$ cat src/rtl/ra_port_arb_sdr.sv
// ra_port_arb_sdr: shares one 2-read/1-write SDR array between N requesters.
// Each cycle grants up to one write (write port 0) and two reads (read
// ports 0/1) using independent round-robin pointers. Read data is routed
// back to the owning requester after the array read latency.
module ra_port_arb_sdr #(
  parameter int N      = 4,
  parameter int RD_LAT = 1
) (
  input  logic              clk,
  input  logic              reset,
  input  logic              hold,
  input  logic [N-1:0]      req_vld,
  input  logic [N-1:0]      req_wr,
  input  logic [6*N-1:0]    req_adr,
  input  logic [72*N-1:0]   req_dat,
  output logic [N-1:0]      req_gnt,
  output logic [N-1:0]      rsp_vld,
  output logic [72*N-1:0]   rsp_dat,
  output logic              rd_enb_0,
  output logic [5:0]        rd_adr_0,
  input  logic [71:0]       rd_dat_0,
  output logic              rd_enb_1,
  output logic [5:0]        rd_adr_1,
  input  logic [71:0]       rd_dat_1,
  output logic              wr_enb_0,
  output logic [5:0]        wr_adr_0,
  output logic [71:0]       wr_dat_0
);

  localparam int PW = (N > 1) ? $clog2(N) : 1;

  // (base + k) mod N, with k < N so a single subtraction is enough
  function automatic logic [PW-1:0] wrap(input logic [PW-1:0] base, input int k);
    int s;
    s = int'(base) + k;
    if (s >= N) s = s - N;
    return PW'(s);
  endfunction

  logic [PW-1:0] wr_ptr;
  logic [PW-1:0] rd_ptr;

  logic          wr_found;
  logic [PW-1:0] wr_win;
  logic [5:0]    wr_adr_sel;
  logic          write_go;

  logic [N-1:0]  cand;
  logic          got_0, got_1;
  logic [PW-1:0] win_0, win_1;
  logic          rd_go_0, rd_go_1;

  logic [RD_LAT-1:0] sv_0, sv_1;
  logic [PW-1:0]     sid_0 [RD_LAT];
  logic [PW-1:0]     sid_1 [RD_LAT];

  // Write winner: first writing requester at or after wr_ptr
  always_comb begin
    wr_found = 1'b0;
    wr_win   = '0;
    for (int k = 0; k < N; k++) begin
      if (!wr_found && req_vld[wrap(wr_ptr, k)] && req_wr[wrap(wr_ptr, k)]) begin
        wr_found = 1'b1;
        wr_win   = wrap(wr_ptr, k);
      end
    end
  end

  assign wr_adr_sel = req_adr[6*int'(wr_win) +: 6];
  assign write_go   = wr_found & ~hold;

  // Read candidates; a read hitting the address being written this cycle waits
  always_comb begin
    cand = '0;
    for (int i = 0; i < N; i++) begin
      cand[i] = req_vld[i] & ~req_wr[i] &
                ~(write_go && (req_adr[6*i +: 6] == wr_adr_sel));
    end
  end

  // Read winners: first two candidates at or after rd_ptr
  always_comb begin
    got_0 = 1'b0;
    got_1 = 1'b0;
    win_0 = '0;
    win_1 = '0;
    for (int k = 0; k < N; k++) begin
      if (cand[wrap(rd_ptr, k)]) begin
        if (!got_0) begin
          got_0 = 1'b1;
          win_0 = wrap(rd_ptr, k);
        end else if (!got_1) begin
          got_1 = 1'b1;
          win_1 = wrap(rd_ptr, k);
        end
      end
    end
  end

  assign rd_go_0 = got_0 & ~hold;
  assign rd_go_1 = got_1 & ~hold;

  // Grants and array commands, all zero when nothing wins or hold is set
  always_comb begin
    req_gnt = '0;
    if (write_go) req_gnt[wr_win] = 1'b1;
    if (rd_go_0)  req_gnt[win_0]  = 1'b1;
    if (rd_go_1)  req_gnt[win_1]  = 1'b1;
  end

  assign wr_enb_0 = write_go;
  assign wr_adr_0 = write_go ? wr_adr_sel : 6'd0;
  assign wr_dat_0 = write_go ? req_dat[72*int'(wr_win) +: 72] : 72'd0;
  assign rd_enb_0 = rd_go_0;
  assign rd_adr_0 = rd_go_0 ? req_adr[6*int'(win_0) +: 6] : 6'd0;
  assign rd_enb_1 = rd_go_1;
  assign rd_adr_1 = rd_go_1 ? req_adr[6*int'(win_1) +: 6] : 6'd0;

  // Round-robin pointers advance past the last winner of each kind
  always_ff @(posedge clk or posedge reset) begin
    if (reset) begin
      wr_ptr <= '0;
      rd_ptr <= '0;
    end else begin
      if (write_go) wr_ptr <= wrap(wr_win, 1);
      if (rd_go_1)      rd_ptr <= wrap(win_1, 1);
      else if (rd_go_0) rd_ptr <= wrap(win_0, 1);
    end
  end

  // Per-port {valid, id} pipelines matching the array read latency
  always_ff @(posedge clk or posedge reset) begin
    if (reset) begin
      sv_0 <= '0;
      sv_1 <= '0;
      for (int i = 0; i < RD_LAT; i++) begin
        sid_0[i] <= '0;
        sid_1[i] <= '0;
      end
    end else begin
      sv_0[0]  <= rd_go_0;
      sv_1[0]  <= rd_go_1;
      sid_0[0] <= win_0;
      sid_1[0] <= win_1;
      for (int i = 1; i < RD_LAT; i++) begin
        sv_0[i]  <= sv_0[i-1];
        sv_1[i]  <= sv_1[i-1];
        sid_0[i] <= sid_0[i-1];
        sid_1[i] <= sid_1[i-1];
      end
    end
  end

  // Steer array read data to the owning requester; zero when not valid
  always_comb begin
    rsp_vld = '0;
    rsp_dat = '0;
    if (sv_0[RD_LAT-1]) begin
      rsp_vld[sid_0[RD_LAT-1]] = 1'b1;
      rsp_dat[72*int'(sid_0[RD_LAT-1]) +: 72] = rd_dat_0;
    end
    if (sv_1[RD_LAT-1]) begin
      rsp_vld[sid_1[RD_LAT-1]] = 1'b1;
      rsp_dat[72*int'(sid_1[RD_LAT-1]) +: 72] = rd_dat_1;
    end
  end

endmodule
$ cat config.mk
export PLATFORM = sky130hd
export DESIGN_NAME = ra_port_arb_sdr
export DESIGN_NICKNAME = d
export VERILOG_FILES = /design/src/rtl/ra_port_arb_sdr.sv
export SDC_FILE = /design/constraint.sdc
export NUM_CORES = 1
export LEC_CHECK = 0
export BUFFER_PORTS_ARGS = -buffer_cell sky130_fd_sc_hd__buf_2
export CORE_AREA = 8 8 326 328
export DETAILED_ROUTE_END_ITERATION = 8
export DIE_AREA = 0 0 334 336
export PLACE_DENSITY = 0.43
export SLEW_MARGIN = 30
export SYNTH_ARGS = -nofsm -noshare
export SYNTH_HDL_FRONTEND = slang
export SYNTH_SLANG_ARGS = --single-unit
$ cat constraint.sdc
create_clock -name clk -period 8.3 [get_ports clk]
set_clock_uncertainty 0.2 [all_clocks]
set_input_delay 1.66 -clock clk [delete_from_list [all_inputs] [get_ports clk]]
set_output_delay 1.66 -clock clk [all_outputs]
set_load 0.1 [all_outputs]
Word-level counts from Yosys, hierarchy flattened
Index checks and enable logic that the tools add are counted.
{ "totals": {"output_inout_bits": 389, "elab_cells": 211, "ff_bits": 10, "in_bits": 467} }
{ "classes": {"multipliers": 6, "shifts": 8, "order_cmp": 29, "n_reduce_logical": 20, "mux": 92, "add_sub_neg": 22, "eq_ne": 4, "bitwise": 24} }
{ "op_table": {"columns": ["op", "n"], "rows": [
  ["$mux W288", 2],
  ["$shift A72 B33 Y288 const A", 2],
  ["$shiftx A72 B33 Y288", 2],
  ["$and A288 B288 Y288", 1],
  ["$bwmux W288", 1],
  ["$shiftx A288 B10 Y72", 1],
  ["$mux W72", 1],
  ["$shiftx A24 B6 Y6", 3],
  ["$neg A9 Y33", 2],
  ["$mux W2", 32],
  ["$lt A2 B3 Y1 const B", 13],
  ["$mux W1", 31],
  ["$ge A3 B3 Y1 const B", 9],
  ["$bmux W1 S2", 12],
  ["$eq A6 B6 Y1", 4],
  ["$sub A2 B1 Y2 const B", 11],
  ["$mux W4", 5],
  ["$mul A4 B2 Y6 const A", 3],
  ["$mux W6", 3],
  ["$logic_and A1 B1 Y1", 16],
  ["$add A2 B1 Y3 const B", 5],
  ["$add A2 B2 Y3 const B", 4],
  ["$mul A2 B2 Y4 const A", 3],
  ["$or A4 B4 Y4", 3],
  ["7 further kinds", 36]
]} }

Depth between registers and ports, before layout
Gate-level depths: netlist of the first run.
{ "depth": {"word_depth": 41, "mapped_depth": 22, "depth_no_buf": 17} }

Worst setup path after synthesis of the first run
No wires, ideal clock.
{ "synth_timing": {"kind": "input to output", "from": "in req_vld[0]", "to": "out rd_adr_0[3]", "path_slack_ns": -0.661, "n_path_buf": 2, "cell_stages": 17, "arrival_time_ns": 7.101, "t_required_ns": 6.440, "path_cell_list": "nand2_2 -> o31a_1 -> buf_6 -> a2111o_1 -> a211o_1 -> a2111oi_4 -> or2_1 -> nor2_1 -> a21oi_1 -> mux2i_1 -> ha_1 -> mux2i_1 -> nand2_1 -> a21oi_2 -> buf_2 -> nor2_1 -> a211oi_1"} }
{ "synth_via": {"elab_chain_len": 34, "word_cells_on_any_way": 69, "classes_between": "mul (2); eq/ne (4); shift (2); mux (36); bitwise (11); reduce/logical (14)"} }
{ "synth_lines": {"columns": ["item", "line", "source"], "rows": [
  ["start: declaration", "12", "input logic [N-1:0] req_vld,"],
  ["$bmux W1 S2", "62", "if (!wr_found && req_vld[wrap(wr_ptr, k)] && req_wr[wrap(wr_ptr, k)]) begin"],
  ["$mux W1 (not written as such)", "62", null],
  ["$logic_and A1 B1 Y1", "62", null],
  ["$mux W1", "62", null],
  ["$logic_not A1 Y1", "62", null],
  ["$logic_and A1 B1 Y1 (2 in series)", "62", null],
  ["$mux W1", "62", null],
  ["$logic_not A1 Y1", "62", null],
  ["[... 17 more ...]", null, null],
  ["$mux W2", "88", "if (cand[wrap(rd_ptr, k)]) begin"],
  ["$mux W2", "89", "if (!got_0) begin"],
  ["$mux W2", "88", null],
  ["$mux W2", "89", null],
  ["$mux W2", "88", null],
  ["$mul A2 B2 Y4", "115", "assign rd_adr_0 = rd_go_0 ? req_adr[6*int'(win_0) +: 6] : 6'd0;"],
  ["$shiftx A24 B6 Y6", "115", null],
  ["$mux W6 *", "115", null],
  ["end: declaration", "20", "output logic [5:0] rd_adr_0,"]
]} }
Mark *: on every way between the ends. The rest lies on a longest branch, timed or not. The select of a mux whose other input is x is not followed.

Worst setup path in the final report of the first run
{ "layout_timing": {"from": "in req_vld[0]", "to": "out rd_adr_1[5]"} }
{ "layout_via": {"elab_chain_len": 36, "word_cells_on_any_way": 75, "classes_between": "mul (2); eq/ne (4); shift (2); mux (42); bitwise (11); reduce/logical (14)"} }
{ "layout_lines": {"columns": ["item", "line", "source"], "rows": [
  ["$bmux W1 S2", "62", null],
  ["$mux W1 (not written as such)", "62", null],
  ["$logic_and A1 B1 Y1", "62", null],
  ["$mux W1", "62", null],
  ["$logic_not A1 Y1", "62", null],
  ["$logic_and A1 B1 Y1 (2 in series)", "62", null],
  ["$mux W1", "62", null],
  ["$logic_not A1 Y1", "62", null],
  ["[... 19 more ...]", null, null],
  ["$mux W2", "89", null],
  ["$mux W2", "88", null],
  ["$mux W2", "92", "end else if (!got_1) begin"],
  ["$mux W2", "89", null],
  ["$mux W2", "88", null],
  ["$mul A2 B2 Y4", "117", "assign rd_adr_1 = rd_go_1 ? req_adr[6*int'(win_1) +: 6] : 6'd0;"],
  ["$shiftx A24 B6 Y6", "117", null],
  ["$mux W6 *", "117", null],
  ["end: declaration", "23", "output logic [5:0] rd_adr_1,"]
]} }
Marks and branches as above.

==> results of run 1 <==
## power groups by stage
stage / Clock [mW] / Combinational [mW] / Sequential (mW)
detailed placement: 0 / 6.39 / 0.160
global route: 0.102 / 6.68 / 0.168
global placement: 0 / 6.39 / 0.160
floorplan: 0 / 4.07 / 0.0788
CTS: 0.0977 / 6.40 / 0.159
finish: 0.0966 / 6.58 / 0.160
## sequential cells by signal, summed over array words and instances (netlist names)
register and flops:
sid_1 2, sid_0 2, sv_0 1, rd_ptr 2, wr_ptr 2, sv_1 1
## layer usage
metal	wire length [µm]	share of wire, %	up-vias
met1	51600	31	11002
met5	313	0.19	-
met4	14100	8.5	50
met2	87200	53	1604
met3	12500	7.5	490
li1	-	-	9362
## timing repair
action	4_1_cts	5_1_grt
hold buffers	0	0
endpoints found under the setup margin	0	2
resized for setup	0	1
## final timing paths
kind,slack (ps),startpoint,endpoint,depth (start not counted)
worst min register to register,410,wr_ptr[0]$_DFFE_PP0P_,wr_ptr[0]$_DFFE_PP0P_,2
max in group asynchronous,6350,reset,sid_0[0]$_DFF_PP0_,2
worst max register to register,3670,wr_ptr[0]$_DFFE_PP0P_,rd_ptr[1]$_DFFE_PP0P_,16
worst min-delay path,410,wr_ptr[0]$_DFFE_PP0P_,wr_ptr[0]$_DFFE_PP0P_,2
worst max-delay path,300,req_vld[0],rd_adr_1[5],19
min in group asynchronous,1210,reset,sid_1[0]$_DFF_PP0_,2
## final cells by class
class	instances	share of cell area, %
antenna	22	0.276
inverter	41	0.797
clock buffer	4	0.445
tap	1309	8.21
timing repair buffer	940	25.8
multi-input combinational	1783	63.2
sequential	10	1.29
## cell usage in the layout, fill, tap and decap left out, drive strengths merged, types with 20 or more instances in the layout
| master | count |
|---|---|
| mux2i | 100 |
| a22oi | 53 |
| nor2b | 23 |
| mux2 | 52 |
| a21boi | 20 |
| nand2 | 220 |
| nor2 | 191 |
| o22a | 33 |
| o21ai | 107 |
| a21oi | 132 |
| o221ai | 23 |
| mux4 | 72 |
| ha | 20 |
| a211oi | 30 |
| o22ai | 239 |
| a22o | 42 |
| inv | 39 |
| or2 | 42 |
| and2 | 86 |
| diode | 22 |
| nand2b | 47 |
| nand3 | 33 |
| buf | 940 |
| nor3 | 28 |
## worst max-delay path: stages
cell      delay [ps]
buf_2            130
nand2_2           90
o31ai_1          430
buf_4            270
o21ai_1          100
and3_1           200
o22ai_1          270
a221oi_2         150
a21oi_1          250
a21oi_1          130
mux2i_1          300
ha_1             270
nand2_1           70
o32ai_1          380
or2_1            590
buf_4            270
a221oi_1          60
a21oi_1          300
buf_12           220
## cell families (layout without fill, tap and decap cells)
kind of cell | count (synthesis) | after routing | share of synthesized area, %
other cells | 0 | 22 | 0
fa+ha+maj | 22 | 22 | 1.97
buf+inv | 274 | 985 | 7.79
mux | 224 | 224 | 23.1
simple gates | 714 | 714 | 24.7
xor+xnor | 25 | 25 | 1.58
flops | 10 | 10 | 1.81
compound gates | 798 | 798 | 39.1
==> out/results.txt, run 1 <==
sw power: 5.06 mW
Reg area: 258 µm²
top cell type's share of synthesized area: 11.7%
Final Hold Violating Endpoints: 0
die height: 336 µm
I/O Buffers: 855
GRT busiest layer: met2
Crit. End Element: output port
share of post-route cells with drive strength above 1: 41.7%
fmax: 125 MHz
GRT met3 Usage: 5.66%
fin. max-slew vios: 0
Synth Cell Area: 0.0139 mm²
Placed Cells incl. Taps: 4,083
slew at the pin closest to its max-slew limit: 1090 ps
DR DRC count: 0
clk slew on worst S/H paths: 40 ps
First DRT Iteration DRCs: 2,482
Layout Cells excl Fill: 4,109
synth-to-layout area growth: 43.9%
Seq/Total Area, Yosys: 1.81%
hold crit path type: register to register
clk_lat worst skew: 240 ps
slew margin rel.: 26.9%
ys flop type: dfrtp_1
syn_nets: 2,554
DR vias: 22,508
WP data arrival: 6140 ps
Routability Congestion: 1.06
pre-CTS setup slack: 260 ps
Reg power frac: 2.3%
fin util: 19.7%
largest area contributor in the netlist: mux4_2
Internal: 1.78 mW
CTS HTree Levels: 1
Initial Util: 13.7%
Distinct cells, synth: 88
dpl cell area: 0.0198 mm²
vias per cell: 5.48
antenna violations before repair: 110
YS warnings: 0
Total Power: 6.84 mW
Comb pwr share: 96.2%
syn avg cell area: 6.71 µm²
RSZ-0062 raised after global routing: no
row count: 117
wire length per cell: 40.3 µm
Yosys reg bits: 10
Root Buffer: clkbuf_16
first-pass GRT wire length: 212,000 µm
count leader, synth: o22ai_1
leak pwr: 8.79 nW
design area: 0.0199 mm²
Syn Inst Count: 2,067
GRT met2 Usage: 53.1%
ANT nets after route: 0
largest net degree at the start of global routing: 74
GR met1 Demand/Resource: 26.1%
Crit path required time: 6440 ps
DIE WIDTH: 334 µm
Post-synth EDFFs: 0
Core ar.: 0.101 mm²
worst-case hold slack: 410 ps
area of the multi-input gates: 0.0126 mm²
setup bufs post-CTS: 0
Async SR Flop Fraction: 100%
Clk pwr share: 1.4%
part of the cycle the worst path needs: 96.4%
synth cell count leaders: 238 x o22ai_1, 219 x nand2_1, 188 x nor2_1
DR pass1 iterations: 6
min Tclk post-route: 8000 ps
filler cell count: 11,727
vias in the first global route: 22,253
CTS tree: yes
maximum VDD drop: 0.212 mV
Congestion Overflow GR: 0
die area: 0.112 mm²
# IOs: 856
Crit Path Category: input pin to output port
Sw Ratio: 74.0%
Pwr Density: 343 mW/mm²
routed wire length: 166,000 µm
clock sinks: 10
Nets: 3,266
cells taking the most area after synthesis: mux4_2 12%, o22ai_1 11%, mux2i_1 7.2%, nand2_1 5.9%, nor2_1 5.1%
Critical Path Fanout Max: 12
All-Layer GR Usage: 27.4%
Clock Path Buffers: 2
max-cap check violation count: 0
Detail Placement HPWL: 144,000 µm
final setup violation count: 0
status: complete, no violations
CTS Buf Count: 3
crit path launch type: input pin
Final WS setup: 300 ps
TNS Setup: 0 ps
Power figures use the tool's default switching activity.
==> run 2, diff against run 1 <==
- PLACE_DENSITY: 0.43 -> 0.31
==> run 2 against run 1 <==
Critical path depth is 1 lower. Highest routed layer unchanged. Via count is 1.5% lower. Largest power group unchanged. Combinational power is 2% higher. Worst setup slack better by 240 ps. First-iteration DRC count is 12% lower. Sequential share of layout area hardly changed. Sequential cell count stayed put. Core utilization hardly changed. Clock-buffer cell count stayed put. Worst hold slack better by 5.1 ps. Non-clock buffer count is 3 lower. Critical endpoint is now rd_adr_0[0].
==> out/results.txt, run 2 (synthesis results as in run 1) <==
setup bufs post-CTS: 0
min Tclk post-route: 7760 ps
RSZ-0062 raised after global routing: no
die height: 336 µm
Cell Chain, Critical Path: buf_2 > inv_1 > a2111oi_0 > nand3_1 > a211o_1 > a2111oi_4 > or2_1 > nor2_1 > a21oi_1 > mux2i_1 > ha_1 > mux2i_1 > nand2_1 > a21oi_2 > buf_12 > a211oi_1 > a211oi_1 > buf_12
CTS HTree Levels: 1
final setup violation count: 0
pre-CTS setup slack: 541 ps
I/O Buffers: 855
slowest CP cell: a2111oi_0
die area: 0.112 mm²
dpl cell area: 0.0198 mm²
CTS tree: yes
ANT nets after route: 0
maximum VDD drop: 0.221 mV
DR DRC count: 0
fin util: 19.8%
Crit path max-delay family: compound AO/OA/AOI/OAI gates
Pwr Density: 346 mW/mm²
hold crit path type: register to register
clk slew on worst S/H paths: 50 ps
Detail Placement HPWL: 138,000 µm
Nets: 3,263
Root Buffer: clkbuf_16
first-pass GRT wire length: 208,000 µm
slew margin rel.: 28.8%
Initial Util: 13.7%
vias per cell: 5.40
clock sinks: 10
share of post-route cells with drive strength above 1: 41.7%
DR vias: 22,165
DR pass1 iterations: 6
Worst Reg-to-Reg Cells: 16
hold depth: 2
leading cell type in the layout, fill and taps excluded: buf_2
DIE WIDTH: 334 µm
Final Hold Violating Endpoints: 0
CP peak stage delay: 480 ps
Crit Path Category: input pin to output port
TNS Setup: 0 ps
status: complete, no violations
clk_lat worst skew: 240 ps
largest net degree at the start of global routing: 81
WP data arrival: 5900 ps
Comb pwr share: 97.0%
design area: 0.0200 mm²
crit path launch type: input pin
routed wire length: 160,000 µm
Critical Path Fanout Max: 16
row count: 117
synth-to-layout area growth: 44.1%
wire length per cell: 39.0 µm
Resized Gates After CTS: 0
fin. max-slew vios: 0
Worst Path Buf+Inv: 4
Crit. End Element: output port
Clock Path Buffers: 2
Reg power frac: 1.5%
antenna violations before repair: 109
CTS Hold Buffers Added: 0
CTS Buf Count: 3
First DRT Iteration DRCs: 2,193
vias in the first global route: 21,920
commonest non-fill, non-tap cells in the layout: 839 x buf_2, 238 x o22ai_1, 218 x nand2_1, 187 x nor2_1, 129 x a21oi_1
Routability Congestion: 0.979
All-Layer GR Usage: 26.6%
part of the cycle the worst path needs: 93.4%
# IOs: 856
fmax: 129 MHz
critical path depth: 18
Final WS setup: 544 ps
Clk pwr share: 1.4%
sw power: 5.10 mW
Crit path required time: 6440 ps
leak pwr: 8.80 nW
Internal: 1.81 mW
slew at the pin closest to its max-slew limit: 1070 ps
max-cap check violation count: 0
Sw Ratio: 73.8%
Congestion Overflow GR: 0
Core ar.: 0.101 mm²
[run 2: path summary, 6_finish.rpt]
path | start | to | slack, ps
min | wr_ptr[0]$_DFFE_PP0P_ | wr_ptr[0]$_DFFE_PP0P_ | 420
max in group asynchronous | reset | sid_0[0]$_DFF_PP0_ | 6350
max reg2reg | wr_ptr[1]$_DFFE_PP0P_ | rd_ptr[1]$_DFFE_PP0P_ | 3830
max | req_adr[21] | rd_adr_0[0] | 540
min in group asynchronous | reset | wr_ptr[1]$_DFFE_PP0P_ | 1210
min reg2reg | wr_ptr[0]$_DFFE_PP0P_ | wr_ptr[0]$_DFFE_PP0P_ | 420
[run 2: per-layer routing]
layer | global-route usage (%) | vias to the layer above | part of all wire (%)
li1 | - | 9346 | -
met1 | 28.0 | 10966 | 34
met2 | 49.7 | 1425 | 51
met3 | 6.07 | 382 | 7.6
met4 | 13.0 | 46 | 6.2
met5 | 0 | - | 0.19
[run 2: power groups by stage]
stage               sequential (mW)  combinational [mW]  clock [mW]
finish                        0.107                6.70      0.0972
CTS                           0.107                6.58      0.0999
global placement              0.109                6.58           0
global route                  0.111                6.87       0.104
floorplan                    0.0788                4.07           0
detailed placement            0.108                6.56           0
[run 2: cell type report]
cell class	instances	area [µm²]
fill	11810	81000
multi-input combinational	1783	12600
timing repair buffer	937	5170
tap	1309	1640
sequential	10	258
inverter	41	159
clock buffer	4	88.8
antenna	23	57.6
[run 2: worst reg2reg max path: cells and delay by family, from the launching register on]
family / cells / cell delay, ps
fa+ha+maj: 1 / 330
buf+inv: 1 / 180
compound gates: 7 / 1950
flops: 1 / 460
mux: 2 / 400
xor+xnor: 1 / 90
simple gates: 4 / 750
[run 2: through the flow]
step	std cells	total power, mW	hold slack (ps)
floorplan	2067	4.15	316
global placement	4080	6.69	410
detailed placement	4080	6.67	405
CTS	4084	6.79	417
global route	4088	7.08	460
finish	4107	6.91	416
